==> config.mk <==
export PLATFORM = sky130hd
export DESIGN_NAME = axi4_wr_arbiter_flat
export DESIGN_NICKNAME = d
export VERILOG_FILES = /design/src/rtl/axi4_wr_arbiter_if.sv /design/src/rtl/axi4_wr_arbiter.sv /design/src/flat_wrapper.sv
export SDC_FILE = /design/constraint.sdc
export NUM_CORES = 1
export LEC_CHECK = 0
export BUFFER_PORTS_ARGS = -buffer_cell sky130_fd_sc_hd__buf_2
export CAP_MARGIN = 25
export CORE_AREA = 2 2 112 114
export CTS_CLUSTER_SIZE = 30
export DETAILED_ROUTE_END_ITERATION = 12
export DIE_AREA = 0 0 114 116
export GPL_TIMING_DRIVEN = 0
export PLACE_DENSITY = 0.67
export SYNTH_ARGS = -nofsm -noshare
export SYNTH_HDL_FRONTEND = slang
export SYNTH_SLANG_ARGS = --single-unit
==> constraint.sdc <==
create_clock -name ACLK -period 2.8 [get_ports ACLK]
set_input_delay 0.14 -clock ACLK [delete_from_list [all_inputs] [get_ports ACLK]]
set_output_delay 0.14 -clock ACLK [all_outputs]
set_load 0.05 [all_outputs]
==> src/rtl/axi4_wr_arbiter_if.sv <==
// Bus bundle for axi4_wr_arbiter.
// Carries the NUM_REQ requester-side write channels (flattened, slice i = requester i)
// and the single interconnect-facing AXI4 write master port (AW, W, B).
//   modport master : arbiter view (accepts requester AW/W, drives master AW/W, routes B)
//   modport slave  : environment view (requesters plus downstream interconnect)
interface axi4_wr_arbiter_if #(
    parameter int unsigned NUM_REQ    = 2,
    parameter int unsigned ADDR_WIDTH = 32,
    parameter int unsigned DATA_WIDTH = 32,
    parameter int unsigned ID_WIDTH   = 4,
    parameter int unsigned IDX_W      = $clog2(NUM_REQ)
);
    // Requester side
    logic [NUM_REQ*ADDR_WIDTH-1:0]   s_awaddr;
    logic [NUM_REQ*8-1:0]            s_awlen;
    logic [NUM_REQ*2-1:0]            s_awburst;
    logic [NUM_REQ*ID_WIDTH-1:0]     s_awid;
    logic [NUM_REQ-1:0]              s_awvalid;
    logic [NUM_REQ-1:0]              s_awready;
    logic [NUM_REQ*DATA_WIDTH-1:0]   s_wdata;
    logic [NUM_REQ*DATA_WIDTH/8-1:0] s_wstrb;
    logic [NUM_REQ-1:0]              s_wlast;
    logic [NUM_REQ-1:0]              s_wvalid;
    logic [NUM_REQ-1:0]              s_wready;
    logic [ID_WIDTH-1:0]             s_bid;
    logic [1:0]                      s_bresp;
    logic [NUM_REQ-1:0]              s_bvalid;
    logic [NUM_REQ-1:0]              s_bready;

    // Master side
    logic [ADDR_WIDTH-1:0]           M_AWADDR;
    logic [7:0]                      M_AWLEN;
    logic [1:0]                      M_AWBURST;
    logic [ID_WIDTH+IDX_W-1:0]       M_AWID;
    logic                            M_AWVALID;
    logic                            M_AWREADY;
    logic [DATA_WIDTH-1:0]           M_WDATA;
    logic [DATA_WIDTH/8-1:0]         M_WSTRB;
    logic                            M_WLAST;
    logic                            M_WVALID;
    logic                            M_WREADY;
    logic [ID_WIDTH+IDX_W-1:0]       M_BID;
    logic [1:0]                      M_BRESP;
    logic                            M_BVALID;
    logic                            M_BREADY;

    modport master (
        input  s_awaddr, s_awlen, s_awburst, s_awid, s_awvalid,
        output s_awready,
        input  s_wdata, s_wstrb, s_wlast, s_wvalid,
        output s_wready,
        output s_bid, s_bresp, s_bvalid,
        input  s_bready,
        output M_AWADDR, M_AWLEN, M_AWBURST, M_AWID, M_AWVALID,
        input  M_AWREADY,
        output M_WDATA, M_WSTRB, M_WLAST, M_WVALID,
        input  M_WREADY,
        input  M_BID, M_BRESP, M_BVALID,
        output M_BREADY
    );

    modport slave (
        output s_awaddr, s_awlen, s_awburst, s_awid, s_awvalid,
        input  s_awready,
        output s_wdata, s_wstrb, s_wlast, s_wvalid,
        input  s_wready,
        input  s_bid, s_bresp, s_bvalid,
        output s_bready,
        input  M_AWADDR, M_AWLEN, M_AWBURST, M_AWID, M_AWVALID,
        output M_AWREADY,
        input  M_WDATA, M_WSTRB, M_WLAST, M_WVALID,
        output M_WREADY,
        output M_BID, M_BRESP, M_BVALID,
        input  M_BREADY
    );
endinterface

==> src/rtl/axi4_wr_arbiter.sv <==
// Round-robin arbiter sharing one AXI4 write master port between NUM_REQ requesters.
// A granted burst gets its AW handshake, then its whole W burst up to WLAST, before the
// next grant. The requester index is prefixed onto AWID so B responses route back.
// Ports:
//   ACLK, ARESETn : clock, asynchronous active-low reset
//   bus           : axi4_wr_arbiter_if.master (requester AW/W/B + master AW/W/B)
//   grant_idx     : current or last granted requester
//   busy          : high whenever the FSM is not idle
//   len_err       : sticky WLAST/length disagreement (only with AXI_WR_ARB_LEN_CHECK_EN)
// Optional feature macro: AXI_WR_ARB_LEN_CHECK_EN -- beat counter drives M_WLAST from the
// registered AWLEN and flags requesters whose s_wlast disagrees.
module axi4_wr_arbiter #(
    parameter int unsigned NUM_REQ    = 2,
    parameter int unsigned ADDR_WIDTH = 32,
    parameter int unsigned DATA_WIDTH = 32,
    parameter int unsigned ID_WIDTH   = 4,
    parameter int unsigned IDX_W      = $clog2(NUM_REQ)
) (
    input  logic                 ACLK,
    input  logic                 ARESETn,
    axi4_wr_arbiter_if.master    bus,
    output logic [IDX_W-1:0]     grant_idx,
    output logic                 busy
`ifdef AXI_WR_ARB_LEN_CHECK_EN
    ,
    output logic                 len_err
`endif
);

    localparam int unsigned MID_W = ID_WIDTH + IDX_W;
    localparam int unsigned STRB_W = DATA_WIDTH / 8;

    typedef enum logic [1:0] {StIdle, StAddr, StData} state_e;

    state_e                  state_q, state_d;
    logic [IDX_W-1:0]        rr_ptr_q, rr_ptr_d;
    logic [IDX_W-1:0]        grant_q, grant_d;
    logic                    awvalid_q, awvalid_d;
    logic [ADDR_WIDTH-1:0]   awaddr_q, awaddr_d;
    logic [7:0]              awlen_q, awlen_d;
    logic [1:0]              awburst_q, awburst_d;
    logic [MID_W-1:0]        awid_q, awid_d;
`ifdef AXI_WR_ARB_LEN_CHECK_EN
    logic [7:0]              cnt_q, cnt_d;
    logic                    len_err_q, len_err_d;
`endif

    // Round-robin search: first set s_awvalid bit starting at rr_ptr, wrapping.
    logic                    win_found;
    logic [IDX_W-1:0]        win_idx;
    always_comb begin
        win_found = 1'b0;
        win_idx   = '0;
        for (int unsigned k = 0; k < NUM_REQ; k++) begin
            for (int unsigned i = 0; i < NUM_REQ; i++) begin
                if (!win_found && bus.s_awvalid[i] &&
                    ((32'(rr_ptr_q) + k) % NUM_REQ) == i) begin
                    win_found = 1'b1;
                    win_idx   = IDX_W'(i);
                end
            end
        end
    end

    // Winner's AW fields.
    logic [ADDR_WIDTH-1:0]   win_awaddr;
    logic [7:0]              win_awlen;
    logic [1:0]              win_awburst;
    logic [ID_WIDTH-1:0]     win_awid;
    always_comb begin
        win_awaddr  = '0;
        win_awlen   = '0;
        win_awburst = '0;
        win_awid    = '0;
        for (int unsigned i = 0; i < NUM_REQ; i++) begin
            if (win_idx == IDX_W'(i)) begin
                win_awaddr  = bus.s_awaddr[i*ADDR_WIDTH +: ADDR_WIDTH];
                win_awlen   = bus.s_awlen[i*8 +: 8];
                win_awburst = bus.s_awburst[i*2 +: 2];
                win_awid    = bus.s_awid[i*ID_WIDTH +: ID_WIDTH];
            end
        end
    end

    // Granted requester's W channel.
    logic                    sel_wvalid;
    logic                    sel_wlast;
    logic [DATA_WIDTH-1:0]   sel_wdata;
    logic [STRB_W-1:0]       sel_wstrb;
    always_comb begin
        sel_wvalid = 1'b0;
        sel_wlast  = 1'b0;
        sel_wdata  = '0;
        sel_wstrb  = '0;
        for (int unsigned i = 0; i < NUM_REQ; i++) begin
            if (grant_q == IDX_W'(i)) begin
                sel_wvalid = bus.s_wvalid[i];
                sel_wlast  = bus.s_wlast[i];
                sel_wdata  = bus.s_wdata[i*DATA_WIDTH +: DATA_WIDTH];
                sel_wstrb  = bus.s_wstrb[i*STRB_W +: STRB_W];
            end
        end
    end

    logic w_last;
    logic w_hs;
`ifdef AXI_WR_ARB_LEN_CHECK_EN
    assign w_last = (cnt_q == 8'd0);
`else
    assign w_last = sel_wlast;
`endif
    assign w_hs = (state_q == StData) && sel_wvalid && bus.M_WREADY;

    always_comb begin
        state_d       = state_q;
        rr_ptr_d      = rr_ptr_q;
        grant_d       = grant_q;
        awvalid_d     = awvalid_q;
        awaddr_d      = awaddr_q;
        awlen_d       = awlen_q;
        awburst_d     = awburst_q;
        awid_d        = awid_q;
`ifdef AXI_WR_ARB_LEN_CHECK_EN
        cnt_d         = cnt_q;
        len_err_d     = len_err_q;
`endif
        bus.s_awready = '0;
        bus.s_wready  = '0;
        bus.M_WVALID  = 1'b0;
        bus.M_WDATA   = '0;
        bus.M_WSTRB   = '0;
        bus.M_WLAST   = 1'b0;

        case (state_q)
            StIdle: begin
                if (win_found) begin
                    bus.s_awready = NUM_REQ'(1) << win_idx;
                    awaddr_d      = win_awaddr;
                    awlen_d       = win_awlen;
                    awburst_d     = win_awburst;
                    awid_d        = {win_idx, win_awid};
                    grant_d       = win_idx;
                    rr_ptr_d      = IDX_W'((32'(win_idx) + 1) % NUM_REQ);
                    awvalid_d     = 1'b1;
                    state_d       = StAddr;
                end
            end
            StAddr: begin
                if (bus.M_AWREADY) begin
                    awvalid_d = 1'b0;
                    state_d   = StData;
`ifdef AXI_WR_ARB_LEN_CHECK_EN
                    cnt_d     = awlen_q;
`endif
                end
            end
            StData: begin
                bus.M_WVALID = sel_wvalid;
                bus.M_WDATA  = sel_wdata;
                bus.M_WSTRB  = sel_wstrb;
                bus.M_WLAST  = w_last;
                bus.s_wready = NUM_REQ'(bus.M_WREADY) << grant_q;
                if (w_hs) begin
`ifdef AXI_WR_ARB_LEN_CHECK_EN
                    cnt_d = cnt_q - 8'd1;
                    if (sel_wlast != w_last) begin
                        len_err_d = 1'b1;
                    end
`endif
                    if (w_last) begin
                        state_d = StIdle;
                    end
                end
            end
            default: state_d = StIdle;
        endcase
    end

    always_ff @(posedge ACLK or negedge ARESETn) begin
        if (!ARESETn) begin
            state_q   <= StIdle;
            rr_ptr_q  <= '0;
            grant_q   <= '0;
            awvalid_q <= 1'b0;
            awaddr_q  <= '0;
            awlen_q   <= '0;
            awburst_q <= '0;
            awid_q    <= '0;
`ifdef AXI_WR_ARB_LEN_CHECK_EN
            cnt_q     <= '0;
            len_err_q <= 1'b0;
`endif
        end else begin
            state_q   <= state_d;
            rr_ptr_q  <= rr_ptr_d;
            grant_q   <= grant_d;
            awvalid_q <= awvalid_d;
            awaddr_q  <= awaddr_d;
            awlen_q   <= awlen_d;
            awburst_q <= awburst_d;
            awid_q    <= awid_d;
`ifdef AXI_WR_ARB_LEN_CHECK_EN
            cnt_q     <= cnt_d;
            len_err_q <= len_err_d;
`endif
        end
    end

    assign bus.M_AWVALID = awvalid_q;
    assign bus.M_AWADDR  = awaddr_q;
    assign bus.M_AWLEN   = awlen_q;
    assign bus.M_AWBURST = awburst_q;
    assign bus.M_AWID    = awid_q;
    assign grant_idx     = grant_q;
    assign busy          = (state_q != StIdle);
`ifdef AXI_WR_ARB_LEN_CHECK_EN
    assign len_err       = len_err_q;
`endif

    // B routing: upper M_BID bits select the requester; out-of-range indices are sunk.
    logic [IDX_W:0] b_idx;
    assign b_idx = {1'b0, bus.M_BID[MID_W-1:ID_WIDTH]};
    always_comb begin
        bus.s_bvalid = '0;
        bus.M_BREADY = 1'b1;
        bus.s_bid    = bus.M_BID[ID_WIDTH-1:0];
        bus.s_bresp  = bus.M_BRESP;
        for (int unsigned i = 0; i < NUM_REQ; i++) begin
            if (b_idx == (IDX_W+1)'(i)) begin
                bus.s_bvalid[i] = bus.M_BVALID;
                bus.M_BREADY    = bus.s_bready[i];
            end
        end
    end

endmodule

==> src/flat_wrapper.sv <==
// flat-port wrapper written by rule: the top's interface ports become plain ports
module axi4_wr_arbiter_flat 
#(
    parameter int unsigned NUM_REQ    = 2,
    parameter int unsigned ADDR_WIDTH = 32,
    parameter int unsigned DATA_WIDTH = 32,
    parameter int unsigned ID_WIDTH   = 4,
    parameter int unsigned IDX_W      = $clog2(NUM_REQ)
)
  (ACLK, ARESETn, grant_idx, busy, bus_s_awaddr, bus_s_awlen, bus_s_awburst, bus_s_awid, bus_s_awvalid, bus_s_awready, bus_s_wdata, bus_s_wstrb, bus_s_wlast, bus_s_wvalid, bus_s_wready, bus_s_bid, bus_s_bresp, bus_s_bvalid, bus_s_bready, bus_M_AWADDR, bus_M_AWLEN, bus_M_AWBURST, bus_M_AWID, bus_M_AWVALID, bus_M_AWREADY, bus_M_WDATA, bus_M_WSTRB, bus_M_WLAST, bus_M_WVALID, bus_M_WREADY, bus_M_BID, bus_M_BRESP, bus_M_BVALID, bus_M_BREADY);
  axi4_wr_arbiter_if #(.NUM_REQ(NUM_REQ), .ADDR_WIDTH(ADDR_WIDTH), .DATA_WIDTH(DATA_WIDTH), .ID_WIDTH(ID_WIDTH), .IDX_W(IDX_W)) bus_i ();
  input  logic ACLK;
  input  logic ARESETn;
  output logic [IDX_W-1:0] grant_idx;
  output logic busy;
  input wire logic [$bits(bus_i.s_awaddr)-1:0] bus_s_awaddr;
  input wire logic [$bits(bus_i.s_awlen)-1:0] bus_s_awlen;
  input wire logic [$bits(bus_i.s_awburst)-1:0] bus_s_awburst;
  input wire logic [$bits(bus_i.s_awid)-1:0] bus_s_awid;
  input wire logic [$bits(bus_i.s_awvalid)-1:0] bus_s_awvalid;
  output wire logic [$bits(bus_i.s_awready)-1:0] bus_s_awready;
  input wire logic [$bits(bus_i.s_wdata)-1:0] bus_s_wdata;
  input wire logic [$bits(bus_i.s_wstrb)-1:0] bus_s_wstrb;
  input wire logic [$bits(bus_i.s_wlast)-1:0] bus_s_wlast;
  input wire logic [$bits(bus_i.s_wvalid)-1:0] bus_s_wvalid;
  output wire logic [$bits(bus_i.s_wready)-1:0] bus_s_wready;
  output wire logic [$bits(bus_i.s_bid)-1:0] bus_s_bid;
  output wire logic [$bits(bus_i.s_bresp)-1:0] bus_s_bresp;
  output wire logic [$bits(bus_i.s_bvalid)-1:0] bus_s_bvalid;
  input wire logic [$bits(bus_i.s_bready)-1:0] bus_s_bready;
  output wire logic [$bits(bus_i.M_AWADDR)-1:0] bus_M_AWADDR;
  output wire logic [$bits(bus_i.M_AWLEN)-1:0] bus_M_AWLEN;
  output wire logic [$bits(bus_i.M_AWBURST)-1:0] bus_M_AWBURST;
  output wire logic [$bits(bus_i.M_AWID)-1:0] bus_M_AWID;
  output wire logic [$bits(bus_i.M_AWVALID)-1:0] bus_M_AWVALID;
  input wire logic [$bits(bus_i.M_AWREADY)-1:0] bus_M_AWREADY;
  output wire logic [$bits(bus_i.M_WDATA)-1:0] bus_M_WDATA;
  output wire logic [$bits(bus_i.M_WSTRB)-1:0] bus_M_WSTRB;
  output wire logic [$bits(bus_i.M_WLAST)-1:0] bus_M_WLAST;
  output wire logic [$bits(bus_i.M_WVALID)-1:0] bus_M_WVALID;
  input wire logic [$bits(bus_i.M_WREADY)-1:0] bus_M_WREADY;
  input wire logic [$bits(bus_i.M_BID)-1:0] bus_M_BID;
  input wire logic [$bits(bus_i.M_BRESP)-1:0] bus_M_BRESP;
  input wire logic [$bits(bus_i.M_BVALID)-1:0] bus_M_BVALID;
  output wire logic [$bits(bus_i.M_BREADY)-1:0] bus_M_BREADY;
  assign bus_i.s_awaddr = bus_s_awaddr;
  assign bus_i.s_awlen = bus_s_awlen;
  assign bus_i.s_awburst = bus_s_awburst;
  assign bus_i.s_awid = bus_s_awid;
  assign bus_i.s_awvalid = bus_s_awvalid;
  assign bus_s_awready = bus_i.s_awready;
  assign bus_i.s_wdata = bus_s_wdata;
  assign bus_i.s_wstrb = bus_s_wstrb;
  assign bus_i.s_wlast = bus_s_wlast;
  assign bus_i.s_wvalid = bus_s_wvalid;
  assign bus_s_wready = bus_i.s_wready;
  assign bus_s_bid = bus_i.s_bid;
  assign bus_s_bresp = bus_i.s_bresp;
  assign bus_s_bvalid = bus_i.s_bvalid;
  assign bus_i.s_bready = bus_s_bready;
  assign bus_M_AWADDR = bus_i.M_AWADDR;
  assign bus_M_AWLEN = bus_i.M_AWLEN;
  assign bus_M_AWBURST = bus_i.M_AWBURST;
  assign bus_M_AWID = bus_i.M_AWID;
  assign bus_M_AWVALID = bus_i.M_AWVALID;
  assign bus_i.M_AWREADY = bus_M_AWREADY;
  assign bus_M_WDATA = bus_i.M_WDATA;
  assign bus_M_WSTRB = bus_i.M_WSTRB;
  assign bus_M_WLAST = bus_i.M_WLAST;
  assign bus_M_WVALID = bus_i.M_WVALID;
  assign bus_i.M_WREADY = bus_M_WREADY;
  assign bus_i.M_BID = bus_M_BID;
  assign bus_i.M_BRESP = bus_M_BRESP;
  assign bus_i.M_BVALID = bus_M_BVALID;
  assign bus_M_BREADY = bus_i.M_BREADY;
  axi4_wr_arbiter #(.NUM_REQ(NUM_REQ), .ADDR_WIDTH(ADDR_WIDTH), .DATA_WIDTH(DATA_WIDTH), .ID_WIDTH(ID_WIDTH), .IDX_W(IDX_W)) u_core (.ACLK(ACLK), .ARESETn(ARESETn), .bus(bus_i), .grant_idx(grant_idx), .busy(busy));
endmodule
==> key figures <==
Cells and area
  – Area growth syn-to-layout: 56.1%
  – Share of layout cells above drive strength 1: 51.1%
  – Number of fill cells in the layout: 1237
  – Number of inserted diodes: 0
  – Nets: 794
  – Fin util: 41.7%

Drt
  – Post-DR vias/cell: 5.15
  – Routed WL: 13300 um
  – DRT antenna net count: 0
  – WL/cell: 17.5 um
  – DR iter-0 viols: 158
  – Via count: 3900
  – DR DRC count: 0
  – Pre-Repair DR Iteration Count: 6

Yosys
  – Synthesized Nets: 507
  – Area share of the largest cell type after synthesis: 40.1%
  – Most common cell in the synthesized netlist: dfrtp_1
  – Synth Register Bits: 51
  – Post-synthesis compound-gate area fraction: 29.2%
  – Fraction of registers with async set/reset: 100%
  – Syn. warnings: 0
  – Post-synth EDFFs: 0
  – Largest family of logic cells by synthesized area: compound AO/OA/AOI/OAI gates
  – Synth Instances: 323
  – Area share of and/or/nand/nor cells after synthesis: 11.6%
  – Cell accounting for the most synthesized area: dfrtp_1
  – Sequential fraction of the synthesis area: 40.1%
  – Synth Area per Inst: 9.84 um2
  – Netlist cell types: 28
  – Post-synthesis xor/xnor area fraction: 0%
  – Adder-Cell Fraction of Synth Area: 0%
  – Synth top cells by count: dfrtp_1 (51), mux2i_1 (38), nor2_1 (38)
  – Mux cell area share after synthesis: 12.3%
  – Top cells by area, synth: dfrtp_1 (40%), mux2i_1 (12%), a2bb2oi_1 (9.1%), a311oi_1 (9.1%), o21ai_0 (5.5%)
  – Syn Std Cell Area: 3180 um2
  – Main flop type after synthesis: dfrtp_1

Critical path
  – Worst setup SP type: register
  – Max incr delay on CP: 0.42 ns
  – CP Class: reg -> out
  – CP Capture Type: primary output
  – Worst EP required: 2.66 ns
  – CP Max Fanout: 10
  – CP max-delay cell: dfrtp_1
  – Delay-heaviest family, CP: buffers and inverters
  – Worst EP arrival: 2.12 ns
  – Bufs and invs on worst path: 3
  – Crit-path cells: nor2_2 > inv_2 > a211oi_4 > buf_4 > buf_2

Placement
  – PortBufs: 278
  – DP HPWL: 10700 um
  – GPL Wtd Cong: 0.814

Floorplanning
  – Starting Density: 26.7%
  – Die width: 114 um
  – Die height: 116 um
  – Core area: 11900 um2
  – Die Area: 13200 um2
  – FP Rows: 40
  – Number of I/O pins: 285

GRT
  – Total GRT Usage: 18.8%
  – Initial antenna violation count: 0
  – First-pass GRT wire length: 19600 um
  – Vias in the first global route: 3875
  – Total grt overflow: 0
  – Pin count of the biggest net entering global routing: 36

Timing
  – Final setup violating endpoints: 0
  – Slew Viols, Final: 0
  – Period utilization: 80.7%
  – RSZ-0062 raised after global routing: false
  – Slew @ Worst Pin: 0.530 ns
  – Tmin final: 2.26 ns
  – Hold Fails Final Rpt: 0
  – Clock Skews: 0.0107 ns
  – Setup total negative slack: 0 ns
  – Max Freq: 0.443 GHz
  – Relative slew slack: 64.6%

Clocking
  – Clock root cell: clkbuf_16
  – Setup Buffers After CTS: 0
  – Worst-Skew Late Latency: 0.29 ns
  – Cts repair resizes: 0
  – TritonCTS clock tree: built
  – CTS Buf Count: 5
  – Hold Buf Count CTS: 1
  – CTS Buffer Depth: 2
  – Clock sink count: 51
  – H-tree depth: 2
  – Worst-path clk slew: 0.07 ns

Job
  – Maxcap violations: 0

Power and ir drop
  – VDD IR max: 0.762 mV
  – P per Cell Area: 1280 nW/um2
  – Static leakage: 2.54 nW

Min path
  – Worst hold path type: in -> reg

Run status
  – Outcome: finished clean
==> cell families (layout without fill, tap and decap cells) <==
group                  count (synthesis)  count (layout)
AO/OA/AOI/OAI                        118             118
buffers and inverters                 46             334
AND/OR/NAND/NOR                       69              69
multiplexers                          39              39
flip-flops                            51              51
==> sequential cells by signal, indices dropped and copies added (netlist names) <==
register,flops
u_core.grant_idx,1
u_core.bus.M_AWID,4
u_core.bus.M_AWADDR,32
u_core.bus.M_AWVALID,1
u_core.rr_ptr_q,1
u_core.bus.M_AWLEN,8
u_core.bus.M_AWBURST,2
u_core.state_q,2
==> final timing paths <==
check / start / endpoint / slack [ns] / cells after the start
max: u_core.state_q[1] / bus_s_awready[0] / 0.54 / 5
min: bus_M_AWREADY / u_core.state_q[0] / 0.08 / 2
max reg2reg: u_core.state_q[1] / u_core.bus.M_AWADDR[23] / 1.01 / 5
min reg2reg: u_core.bus.M_AWVALID / u_core.bus.M_AWVALID / 0.50 / 2
max in group asynchronous: ARESETn / u_core.grant_idx / 1.93 / 3
min in group asynchronous: ARESETn / u_core.bus.M_AWADDR[24] / 0.32 / 2
==> per-layer routing <==
metal  vias to the layer above  track usage [%]  share of wire (%)
met4                         0             5.04                1.8
met5                         -                0                  0
li1                       1828                -                  -
met2                       206             34.8                 51
met1                      1844             21.6                 39
met3                        22             4.60                8.9
==> area by class of cell <==
type / count / area (um2) / share of cell area (%)
plain buffers: 44 / 208 / 4.19
inverters: 2 / 7.51 / 0.151
multi-input cells: 226 / 1690 / 34.0
repair buffers: 280 / 1420 / 28.6
clock buffers: 6 / 139 / 2.80
flip-flops and latches: 51 / 1280 / 25.7
clock inverters: 2 / 38.8 / 0.782
well taps: 147 / 184 / 3.71
==> cell usage in the layout, fill, tap and decap left out <==
cell type / instances
nor3_1: 1
inv_6: 1
and4_1: 13
nor2_2: 3
buf_2: 288
buf_12: 1
nor2b_1: 2
dfrtp_1: 51
mux2i_1: 38
o21ai_0: 35
nand2_1: 3
and4b_1: 1
o21ai_2: 1
inv_1: 1
nand4_1: 1
bufinv_16: 1
clkbuf_1: 26
clkbuf_16: 5
dlygate4sd3_1: 1
a21o_1: 2
nand4b_1: 1
nor3b_1: 1
and2_1: 1
a211oi_4: 1
nor2_1: 38
buf_4: 8
nand3b_1: 1
clkbuf_8: 1
inv_2: 1
a311oi_1: 33
nand2b_1: 3
mux2_2: 1
a221o_1: 13
a2bb2oi_1: 33
==> metrics by stage <==
| step | area, um2 | worst slack (ns) | total power [mW] | cells | hold slack, ns |
|---|---|---|---|---|---|
| 6_report | 4960 | 0.541 | 6.35 | 758 | 0.0822 |
| 5_1_grt | 4960 | 0.387 | 6.68 | 758 | 0.0872 |
| 4_1_cts | 4960 | 0.475 | 6.40 | 758 | 0.0683 |
| 3_5_place_dp | 4770 | 0.789 | 5.64 | 749 | 0.0947 |
| 3_3_place_gp | 4750 | 0.817 | 5.56 | 748 | 0.354 |
| 2_1_floorplan | 3180 | 0.517 | 4.54 | 323 | -0.156 |
==> report_power, final <==
part	internal [mW]	leakage, nW	switching [mW]
registers	1.11	0.586	0.235
logic	1.24	1.87	3.03
clock network	0.450	0.0875	0.286
total	2.80	2.54	3.56
No activity file was read; power rests on OpenSTA's default activity.
